`config.mk`:
```
export PLATFORM = sky130hd
export DESIGN_NAME = draw_letters_flat
export DESIGN_NICKNAME = d
export VERILOG_FILES = /design/src/rtl/draw_letters_pkg.sv /design/src/rtl/draw_letters_if.sv /design/src/rtl/draw_letters_label_blink.sv /design/src/rtl/draw_letters.sv /design/src/flat_wrapper.sv
export SDC_FILE = /design/constraint.sdc
export NUM_CORES = 1
export LEC_CHECK = 0
export ABC_AREA = 1
export CAP_MARGIN = 10
export CELL_PAD_IN_SITES_DETAIL_PLACEMENT = 0
export CELL_PAD_IN_SITES_GLOBAL_PLACEMENT = 2
export CORE_UTILIZATION = 38
export DETAILED_ROUTE_END_ITERATION = 10
export DONT_BUFFER_PORTS = 1
export PLACE_DENSITY_LB_ADDON = 0.25
export SKIP_CTS_REPAIR_TIMING = 1
export SLEW_MARGIN = 25
export SYNTH_ARGS = -nofsm -noshare
export SYNTH_HDL_FRONTEND = slang
export SYNTH_SLANG_ARGS = --single-unit
```
`constraint.sdc`:
```
create_clock -name clk -period 1.5 [get_ports clk]
set_input_delay 0.15 -clock clk [delete_from_list [all_inputs] [get_ports clk]]
set_output_delay 0.15 -clock clk [all_outputs]
set_load 0.02 [all_outputs]
```
`src/rtl/draw_letters_pkg.sv`:
```
// draw_letters shared types and board-label geometry.
// Colours, coordinates and pipeline bundles for the label overlay.
package draw_letters_pkg;

  localparam logic [10:0] BOARD_X0   = 11'd256;
  localparam logic [10:0] BOARD_X1   = 11'd768;
  localparam logic [10:0] BOARD_Y0   = 11'd128;
  localparam logic [10:0] BOARD_Y1   = 11'd640;
  localparam logic [10:0] LBL_TOP_Y0 = 11'd104;
  localparam logic [10:0] LBL_BOT_Y0 = 11'd648;
  localparam logic [10:0] LBL_L_X0   = 11'd236;
  localparam logic [10:0] LBL_R_X0   = 11'd780;
  localparam logic [10:0] GLYPH_W    = 11'd8;
  localparam logic [10:0] GLYPH_H    = 11'd16;
  localparam logic [10:0] SQ         = 11'd64;

  // glyph placement inside its 64-pixel square
  localparam logic [10:0] GLYPH_XOFF = (SQ - GLYPH_W) >> 1;
  localparam logic [10:0] GLYPH_YOFF = (SQ - GLYPH_H) >> 1;

  localparam logic [11:0] LETTER_RGB_DEF = 12'hFFF;
  localparam logic [11:0] HL_RGB_DEF     = 12'hFC0;

  typedef enum logic {
    BLINK_OFF = 1'b0,
    BLINK_ON  = 1'b1
  } blink_e;

  typedef struct packed {
    logic [10:0] hcount;
    logic [10:0] vcount;
    logic        hsync;
    logic        vsync;
    logic        hblnk;
    logic        vblnk;
    logic [11:0] rgb;
  } vga_t;

  typedef struct packed {
    vga_t       vga;
    logic       file;
    logic       rank;
    logic [2:0] col;
    logic [2:0] idx;
  } lbl_t;

endpackage

```
`src/rtl/draw_letters_if.sv`:
```
// VGA timing/pixel stream between drawing stages.
// master drives the stream, slave consumes it.
interface vga_if;
  logic [10:0] hcount;
  logic [10:0] vcount;
  logic        hsync;
  logic        vsync;
  logic        hblnk;
  logic        vblnk;
  logic [11:0] rgb;

  modport master (
    output hcount, vcount, hsync, vsync,
    output hblnk, vblnk, rgb
  );

  modport slave (
    input hcount, vcount, hsync, vsync,
    input hblnk, vblnk, rgb
  );
endinterface

```
`src/rtl/draw_letters_label_blink.sv`:
```
// Frame counter and ON/OFF blink state for the label highlight.
// Toggles every BLINK_FRAMES frame ticks; resets into ON.
module label_blink
  import draw_letters_pkg::*;
#(
  parameter int BLINK_FRAMES = 30
) (
  input  logic clk,
  input  logic rst_n,
  input  logic frame_tick,
  output logic blink_on
);

  localparam logic [7:0] LAST = 8'(BLINK_FRAMES - 1);

  blink_e     state_q, state_d;
  logic [7:0] frame_cnt_q, frame_cnt_d;

  // state and frame counter registers
  always_ff @(posedge clk or negedge rst_n) begin
    if (!rst_n) begin
      state_q     <= BLINK_ON;
      frame_cnt_q <= 8'd0;
    end else begin
      state_q     <= state_d;
      frame_cnt_q <= frame_cnt_d;
    end
  end

  // advance count per frame, flip phase at the last frame
  always_comb begin
    state_d     = state_q;
    frame_cnt_d = frame_cnt_q;
    if (frame_tick) begin
      if (frame_cnt_q == LAST) begin
        frame_cnt_d = 8'd0;
        state_d = (state_q == BLINK_ON) ?
                  BLINK_OFF : BLINK_ON;
      end else begin
        frame_cnt_d = frame_cnt_q + 8'd1;
      end
    end
  end

  // phase output
  always_comb begin
    blink_on = (state_q == BLINK_ON);
  end

endmodule

```
`src/rtl/draw_letters.sv`:
```
// Overlays file A-H / rank 1-8 labels on the VGA stream.
// Two-stage pipeline; selected labels highlight with blink.
module draw_letters
  import draw_letters_pkg::*;
#(
  parameter logic [11:0] LETTER_RGB = LETTER_RGB_DEF,
  parameter logic [11:0] HL_RGB = HL_RGB_DEF,
  parameter int BLINK_FRAMES = 30,
  parameter bit BLINK_EN = 1'b1
) (
  input  logic       clk,
  input  logic       rst_n,
  input  logic [7:0] char_pixels,
  input  logic [2:0] sel_file,
  input  logic [2:0] sel_rank,
  input  logic       sel_valid,
  vga_if.slave       vga_in,
  vga_if.master      vga_out
);

  logic [10:0] hc, vc;
  logic        hm_ok, vm_ok;
  logic        fy_ok, rl_ok, rr_ok;
  logic        in_file, in_rank;
  lbl_t        s1_d, s1_q;
  vga_t        out_d, out_q;
  logic [2:0]  bit_sel;
  logic        px, draw, hit, hl, blank;
  logic        frame_tick, blink_on;

  assign hc = vga_in.hcount;
  assign vc = vga_in.vcount;

  // stage 0: label region decode on the incoming stream
  always_comb begin
    hm_ok = ({5'd0, hc[5:0]} >= GLYPH_XOFF) &&
            ({5'd0, hc[5:0]} < GLYPH_XOFF + GLYPH_W);
    vm_ok = ({5'd0, vc[5:0]} >= GLYPH_YOFF) &&
            ({5'd0, vc[5:0]} < GLYPH_YOFF + GLYPH_H);
    fy_ok = (vc >= LBL_TOP_Y0 &&
             vc < LBL_TOP_Y0 + GLYPH_H) ||
            (vc >= LBL_BOT_Y0 &&
             vc < LBL_BOT_Y0 + GLYPH_H);
    rl_ok = hc >= LBL_L_X0 &&
            hc < LBL_L_X0 + GLYPH_W;
    rr_ok = hc >= LBL_R_X0 &&
            hc < LBL_R_X0 + GLYPH_W;
    in_file = hc >= BOARD_X0 && hc < BOARD_X1 &&
              hm_ok && fy_ok;
    in_rank = vc >= BOARD_Y0 && vc < BOARD_Y1 &&
              vm_ok && (rl_ok || rr_ok);

    s1_d.vga.hcount = vga_in.hcount;
    s1_d.vga.vcount = vga_in.vcount;
    s1_d.vga.hsync  = vga_in.hsync;
    s1_d.vga.vsync  = vga_in.vsync;
    s1_d.vga.hblnk  = vga_in.hblnk;
    s1_d.vga.vblnk  = vga_in.vblnk;
    s1_d.vga.rgb    = vga_in.rgb;
    s1_d.file = in_file;
    s1_d.rank = in_rank;
    s1_d.col  = 3'd0;
    s1_d.idx  = 3'd0;
    unique case (1'b1)
      in_file: begin
        s1_d.col = hc[2:0] - GLYPH_XOFF[2:0];
        s1_d.idx = hc[8:6] - BOARD_X0[8:6];
      end
      in_rank: begin
        s1_d.col = rl_ok ?
                   hc[2:0] - LBL_L_X0[2:0] :
                   hc[2:0] - LBL_R_X0[2:0];
        s1_d.idx = 3'd7 -
                   (vc[8:6] - BOARD_Y0[8:6]);
      end
      default: ;
    endcase
  end

  // stage 1 register, aligned with char_pixels
  always_ff @(posedge clk or negedge rst_n) begin
    if (!rst_n) s1_q <= '0;
    else        s1_q <= s1_d;
  end

  assign frame_tick = (s1_q.vga.hcount == 11'd0) &&
                      (s1_q.vga.vcount == 11'd0);

  label_blink #(
    .BLINK_FRAMES (BLINK_FRAMES)
  ) u_blink (
    .clk        (clk),
    .rst_n      (rst_n),
    .frame_tick (frame_tick),
    .blink_on   (blink_on)
  );

  // stage 1: glyph pixel pick and colour select
  always_comb begin
    bit_sel = 3'd7 - s1_q.col;
    px      = char_pixels[bit_sel];
    draw    = (s1_q.file | s1_q.rank) & px;
    hit     = sel_valid &
              ((s1_q.file & (s1_q.idx == sel_file)) |
               (s1_q.rank & (s1_q.idx == sel_rank)));
    hl      = hit & (blink_on | !BLINK_EN);
    blank   = s1_q.vga.hblnk | s1_q.vga.vblnk;
    out_d   = s1_q.vga;
    unique case (1'b1)
      blank | !draw:       out_d.rgb = s1_q.vga.rgb;
      !blank & draw & hl:  out_d.rgb = HL_RGB;
      !blank & draw & !hl: out_d.rgb = LETTER_RGB;
      default:             out_d.rgb = s1_q.vga.rgb;
    endcase
  end

  // stage 2 output register
  always_ff @(posedge clk or negedge rst_n) begin
    if (!rst_n) out_q <= '0;
    else        out_q <= out_d;
  end

  assign vga_out.hcount = out_q.hcount;
  assign vga_out.vcount = out_q.vcount;
  assign vga_out.hsync  = out_q.hsync;
  assign vga_out.vsync  = out_q.vsync;
  assign vga_out.hblnk  = out_q.hblnk;
  assign vga_out.vblnk  = out_q.vblnk;
  assign vga_out.rgb    = out_q.rgb;

endmodule

```
`src/flat_wrapper.sv`:
```
// flat-port wrapper written by rule: the top's interface ports become plain ports
module draw_letters_flat import draw_letters_pkg::*;
#(
  parameter logic [11:0] LETTER_RGB = LETTER_RGB_DEF,
  parameter logic [11:0] HL_RGB = HL_RGB_DEF,
  parameter int BLINK_FRAMES = 30,
  parameter bit BLINK_EN = 1'b1
)
  (clk, rst_n, char_pixels, sel_file, sel_rank, sel_valid, vga_in_hcount, vga_in_vcount, vga_in_hsync, vga_in_vsync, vga_in_hblnk, vga_in_vblnk, vga_in_rgb, vga_out_hcount, vga_out_vcount, vga_out_hsync, vga_out_vsync, vga_out_hblnk, vga_out_vblnk, vga_out_rgb);
  vga_if vga_in_i ();
  vga_if vga_out_i ();
  input  logic clk;
  input  logic rst_n;
  input  logic [7:0] char_pixels;
  input  logic [2:0] sel_file;
  input  logic [2:0] sel_rank;
  input  logic sel_valid;
  input wire logic [$bits(vga_in_i.hcount)-1:0] vga_in_hcount;
  input wire logic [$bits(vga_in_i.vcount)-1:0] vga_in_vcount;
  input wire logic [$bits(vga_in_i.hsync)-1:0] vga_in_hsync;
  input wire logic [$bits(vga_in_i.vsync)-1:0] vga_in_vsync;
  input wire logic [$bits(vga_in_i.hblnk)-1:0] vga_in_hblnk;
  input wire logic [$bits(vga_in_i.vblnk)-1:0] vga_in_vblnk;
  input wire logic [$bits(vga_in_i.rgb)-1:0] vga_in_rgb;
  output wire logic [$bits(vga_out_i.hcount)-1:0] vga_out_hcount;
  output wire logic [$bits(vga_out_i.vcount)-1:0] vga_out_vcount;
  output wire logic [$bits(vga_out_i.hsync)-1:0] vga_out_hsync;
  output wire logic [$bits(vga_out_i.vsync)-1:0] vga_out_vsync;
  output wire logic [$bits(vga_out_i.hblnk)-1:0] vga_out_hblnk;
  output wire logic [$bits(vga_out_i.vblnk)-1:0] vga_out_vblnk;
  output wire logic [$bits(vga_out_i.rgb)-1:0] vga_out_rgb;
  assign vga_in_i.hcount = vga_in_hcount;
  assign vga_in_i.vcount = vga_in_vcount;
  assign vga_in_i.hsync = vga_in_hsync;
  assign vga_in_i.vsync = vga_in_vsync;
  assign vga_in_i.hblnk = vga_in_hblnk;
  assign vga_in_i.vblnk = vga_in_vblnk;
  assign vga_in_i.rgb = vga_in_rgb;
  assign vga_out_hcount = vga_out_i.hcount;
  assign vga_out_vcount = vga_out_i.vcount;
  assign vga_out_hsync = vga_out_i.hsync;
  assign vga_out_vsync = vga_out_i.vsync;
  assign vga_out_hblnk = vga_out_i.hblnk;
  assign vga_out_vblnk = vga_out_i.vblnk;
  assign vga_out_rgb = vga_out_i.rgb;
  draw_letters #(.LETTER_RGB(LETTER_RGB), .HL_RGB(HL_RGB), .BLINK_FRAMES(BLINK_FRAMES), .BLINK_EN(BLINK_EN)) u_core (.clk(clk), .rst_n(rst_n), .char_pixels(char_pixels), .sel_file(sel_file), .sel_rank(sel_rank), .sel_valid(sel_valid), .vga_in(vga_in_i), .vga_out(vga_out_i));
endmodule
```
# Yosys cells after proc, flatten, opt, wreduce, memory -nomap -nowiden
# Index checks and enable logic that the tools add are counted.
op_classes:
  n_eq_ne: 3
  n_lt_le_gt_ge: 17
  muxes: 6
  addsub: 6
  n_reduce_logical: 20
  bitwise_logic: 11
op_table:
  columns: ["operator", "n"]
  rows:
  - ["11-bit by 10-bit less-than comparator with 1-bit output (second input constant)", 4]
  - ["12-bit one-hot mux with 2 select lines", 1]
  - ["11-bit by 10-bit >= comparator with 1-bit output (second input constant)", 2]
  - ["11-bit by 8-bit >= comparator with 1-bit output (second input constant)", 2]
  - ["11-bit logical NOT", 2]
  - ["1-bit logical AND", 13]
  - ["6-bit by 5-bit >= comparator with 1-bit output (second input constant)", 2]
  - ["6-bit less-than comparator (second input constant)", 2]
  - ["6-bit one-hot mux with 2 select lines", 1]
  - ["11-bit by 7-bit >= comparator with 1-bit output (second input constant)", 1]
  - ["11-bit by 9-bit >= comparator with 1-bit output (second input constant)", 1]
  - ["11-bit by 7-bit less-than comparator with 1-bit output (second input constant)", 1]
  - ["11-bit by 8-bit less-than comparator with 1-bit output (second input constant)", 1]
  - ["8-bit by 1-bit adder with 8-bit output (second input constant)", 1]
  - ["1-bit AND", 8]
  - ["8-bit by 5-bit equality test with 1-bit output (second input constant)", 1]
  - ["8-bit two-way mux", 1]
  - ["3-bit equality test", 2]
  - ["3-bit subtractor (first input constant)", 2]
  - ["3-bit subtractor (second input constant)", 2]
  - ["3-bit by 4-bit less-than comparator with 1-bit output (second input constant)", 1]
  - ["1-bit binary-select mux with 3-bit select", 1]
  - ["1-bit OR", 3]
  - ["3-bit by 2-bit subtractor with 3-bit output (second input constant)", 1]
  - ["4 further kinds", 7]
word_totals:
  out_inout_bits: 38
  word_cells: 83
  reg_bits: 93

# Longest topological paths before layout
logic_depth:
  ltp_word: 8
  depth_mapped: 9
  mapped_depth_nobuf: 9

# Modules after synthesis
# A second synthesis with hierarchy kept.
unflattened:
  hier_cells: 306
  area_unflattened_um2: 3343.2
modules_own_cells:
  columns: ["mod", "seq_area_each_um2", "n_inst", "area_per_inst_um2", "cells_each"]
  rows:
  - ["draw_letters", 2102.0, 1, 2807.7, 232]
  - ["label_blink", 226.5, 1, 535.5, 74]

# Worst setup path after synthesis
# No wires, ideal clock.
synth_timing:
  path_type: "register to register"
  startpoint: "register u_core.s1_q[3] (netlist bit)"
  endpoint: "register u_core.out_q, in the netlist u_core.vga_out.rgb[10]"
  setup_ns: 0.124
  setup_slack_ns: 0.239
  synth_period_minus_slack_ns: 1.261
  stages_incl_launch_ff: 7
  path_buffers: 0
  t_required_ns: 1.376
  t_arrival_ns: 1.136
  cell_sequence: "dfrtp_1 > or2_1 > nand3_1 > o21ai_1 > nor2_2 > nor2_4 > or2_1"
synth_rtl:
  columns: ["element", "line", "rtl"]
  rows:
  - ["start: declaration", "draw_letters.sv:25", "lbl_t s1_d, s1_q;"]
  - ["start signal: assignment", "draw_letters.sv:82", "if (!rst_n) s1_q <= '0;"]
  - ["start signal: assignment", "draw_letters.sv:83", "else s1_q <= s1_d;"]
  - ["end signal: assignment", "draw_letters.sv:120", "else out_q <= out_d;"]
  - ["end: declaration", "draw_letters.sv:26", "vga_t out_d, out_q;"]

==> impl_metrics.toml <==
[route]
wl_per_cell_microns = 13.85
vias_per_cell = 4.592
drtPass1Iterations = 4
drc = 0
ant_nets = 0
drtIter0Drc = 49
drt_wl_total_mm = 6.483
dr_total_vias = 2149

[worst_setup_path]
critical_path_required_ns = 1.74
crit_start = "u_core.s1_q[3]"
path_delay_family = "simple AND/OR/NAND/NOR gates"
critical_path_class = "reg2reg"
critical_path_arrival_ns = 1.63
cp-end-kind = "flop"
crit_path_start_kind = "flop"
cp.depth = 6
reg2reg_depth = 6
crit_chain = "or2_1 -> nand3_1 -> o21ai_1 -> nor2_2 -> nor2_4 -> or2_1"
path_buf_inv = 0
crit_fanout = 8
slowest_stage = "dfrtp_1"
timing.rr.start = "u_core.s1_q[3]"
slowest_delay_ns = 0.46
cp_common_cell = "or2_1"

[logic_synthesis]
synth_top_family_by_area = "simple AND/OR/NAND/NOR gates"
ys_ff_latch = 93
synth_top_area_cell = "dfrtp_1"
avgSynthCellArea_sq_um = 10.93
yosysWarnings = 0
synth_top_area_share = 0.6858
post-synth-top-count-cell = "dfrtp_1"
netlist_area_sq_um = 3357
synth_compound_area_frac = 0.03802
synth_common_cells = "dfrtp_1 (92), nand2_1 (65), nor2_1 (35)"
async_reset_ff_frac = 1.000
synth_edf_count = 0
synth_cell_types = 30
synth_mux_area_frac = 0
synth-xor-area-share = 0.01044
ys_top_cells_by_area = "dfrtp_1 (69%), nand2_1 (7.3%), nor2_1 (3.9%)"
synthCells = 307
synthAdderAreaFrac = 0.01864
syn_nets = 367
synthSimpleGateAreaFrac = 0.2013
synth_seq_area_share = 0.6936
synth_ff_type = "dfrtp_1"

[final_layout]
final_cells = 468
drive_above_1_share = 0.08540
nNetsFinal = 418
n_antenna_cell = 0
synthToLayoutAreaGrowth_pct = 21.69

[sta]
timing.final.hold_violations = 93
fin_skew_ns = 0.01449
finalCriticalPeriod_ns = 1.390
slew_headroom = 0.7175
finalCritPeriodShare = 0.9263
fmax_ghz = 0.7197
whs_ns = -0.5208
slew_violations = 0
setup_violations = 0
tightest_slew_ns = 0.4193

[power]
powerDensity_nw_per_um2 = 1107
finalPower_mw = 4.520
ir_drop_v = 0.0006975
power.leakage_nw = 1.929

[worst_hold_path]
hp-class = "in2async"

[place]
dp_cells = 414
place_congestion = 0.8334
port_buffers = 0
place_hpwl_mm = 4.479

[clock_tree]
clock_latency_ns = 0.36
cts_max_level = 3
cts_buffer_depth = 2
root_buffer = "clkbuf_8"
numCtsBuffers = 9
numClockSinks = 93
clk_pin_slew_ns = 0.10
cts_tree = "done"

[die]
start_util = 0.4005
io_pins = 93
core_sq_um = 8382
die-area_sq_um = 9214
rows = 33
die_w_microns = 95.99
fp.dieH_microns = 95.99

[grt]
grt_pass1_wl_mm = 9.591
antenna_found_initial = 0
grt_max_degree = 94
grt_overflow = 0
track_usage = 0.1439
grt_pass1_vias = 2007

[job]
drv_cap = 0

[status]
outcome = "finished, violations left"
violations = "negative hold slack"
## placed cells by master, fill, tap and decap left out, types with 4 or more instances in the layout
| master | instances |
|---|---|
| o21ai_0 | 12 |
| inv_1 | 31 |
| dlygate4sd3_1 | 38 |
| nand3_1 | 17 |
| dfrtp_1 | 92 |
| nor3_1 | 5 |
| nor2_1 | 35 |
| ha_1 | 5 |
| or2_1 | 7 |
| nand2_1 | 65 |
| nand4_1 | 4 |
| clkbuf_8 | 10 |
| a21oi_1 | 6 |
## sequential cells by signal, summed over array words and instances (netlist names)
| name | count |
|---|---|
| u_core.out_d | 26 |
| u_core.vga_out.vcount | 11 |
| u_core.vga_out.hcount | 11 |
| u_core.s1_q | 20 |
| u_core.vga_out.hsync | 1 |
| u_core.u_blink.blink_on | 1 |
| u_core.u_blink.frame_cnt_q | 8 |
| u_core.vga_out.rgb | 12 |
| u_core.vga_out.hblnk | 1 |
| u_core.vga_out.vblnk | 1 |
| u_core.vga_out.vsync | 1 |
## routing by layer
layer / part of all wire / GRT usage
met5: 0 / 0
met4: 0.022 / 0.06965
met3: 0.068 / 0.06161
met2: 0.50 / 0.2204
met1: 0.41 / 0.1739
## metrics by stage
| step | area (sq um) | hold slack, ns | TNS, ns | worst slack (ns) | util |
|---|---|---|---|---|---|
| floorplan | 3357 | -0.1456 | 0 | 0.2394 | - |
| CTS | 3705 | -0.5475 | 0 | 0.1079 | 0.4420 |
| finish | 4085 | -0.5208 | 0 | 0.1105 | 0.4874 |
| global placement | 3503 | -0.1413 | 0 | 0.1515 | 0.4180 |
| global route | 4085 | -0.5570 | -0.02870 | -0.02870 | 0.4874 |
| detailed placement | 3503 | -0.1425 | 0 | 0.1281 | 0.4180 |
## worst paths after layout
path                                           end  slack, ns
max in group asynchronous  u_core.u_blink.blink_on       1.84
hold reg to reg               u_core.vga_out.vsync       0.35
setup / recovery             u_core.vga_out.rgb[6]       0.11
setup reg to reg             u_core.vga_out.rgb[6]       0.11
hold / removal                    u_core.out_d[25]      -0.52
min in group clk                    u_core.s1_q[1]       0.01
## kinds of logic after synthesis
group,after synthesis
compound gates,24
xor+xnor,4
fa+ha+maj,5
buf+inv,33
flops,93
simple gates,148
## final cells by class
class                   count  area, sq um
fillers                   807         4297
well taps                 105        131.4
flip-flops and latches     93         2328
clock inverters             6        63.81
multi-input cells         181        900.9
clock buffers              10        137.6
repair buffers             41        402.9
inverters                  32        120.1
## report_power, final
group | switching [mW] | total, mW | internal (mW)
sequential | 0.111 | 2.72 | 2.61
combinational | 0.0661 | 0.170 | 0.104
clock | 0.934 | 1.63 | 0.696
total | 1.11 | 4.52 | 3.41
Power figures use the tool's default switching activity.
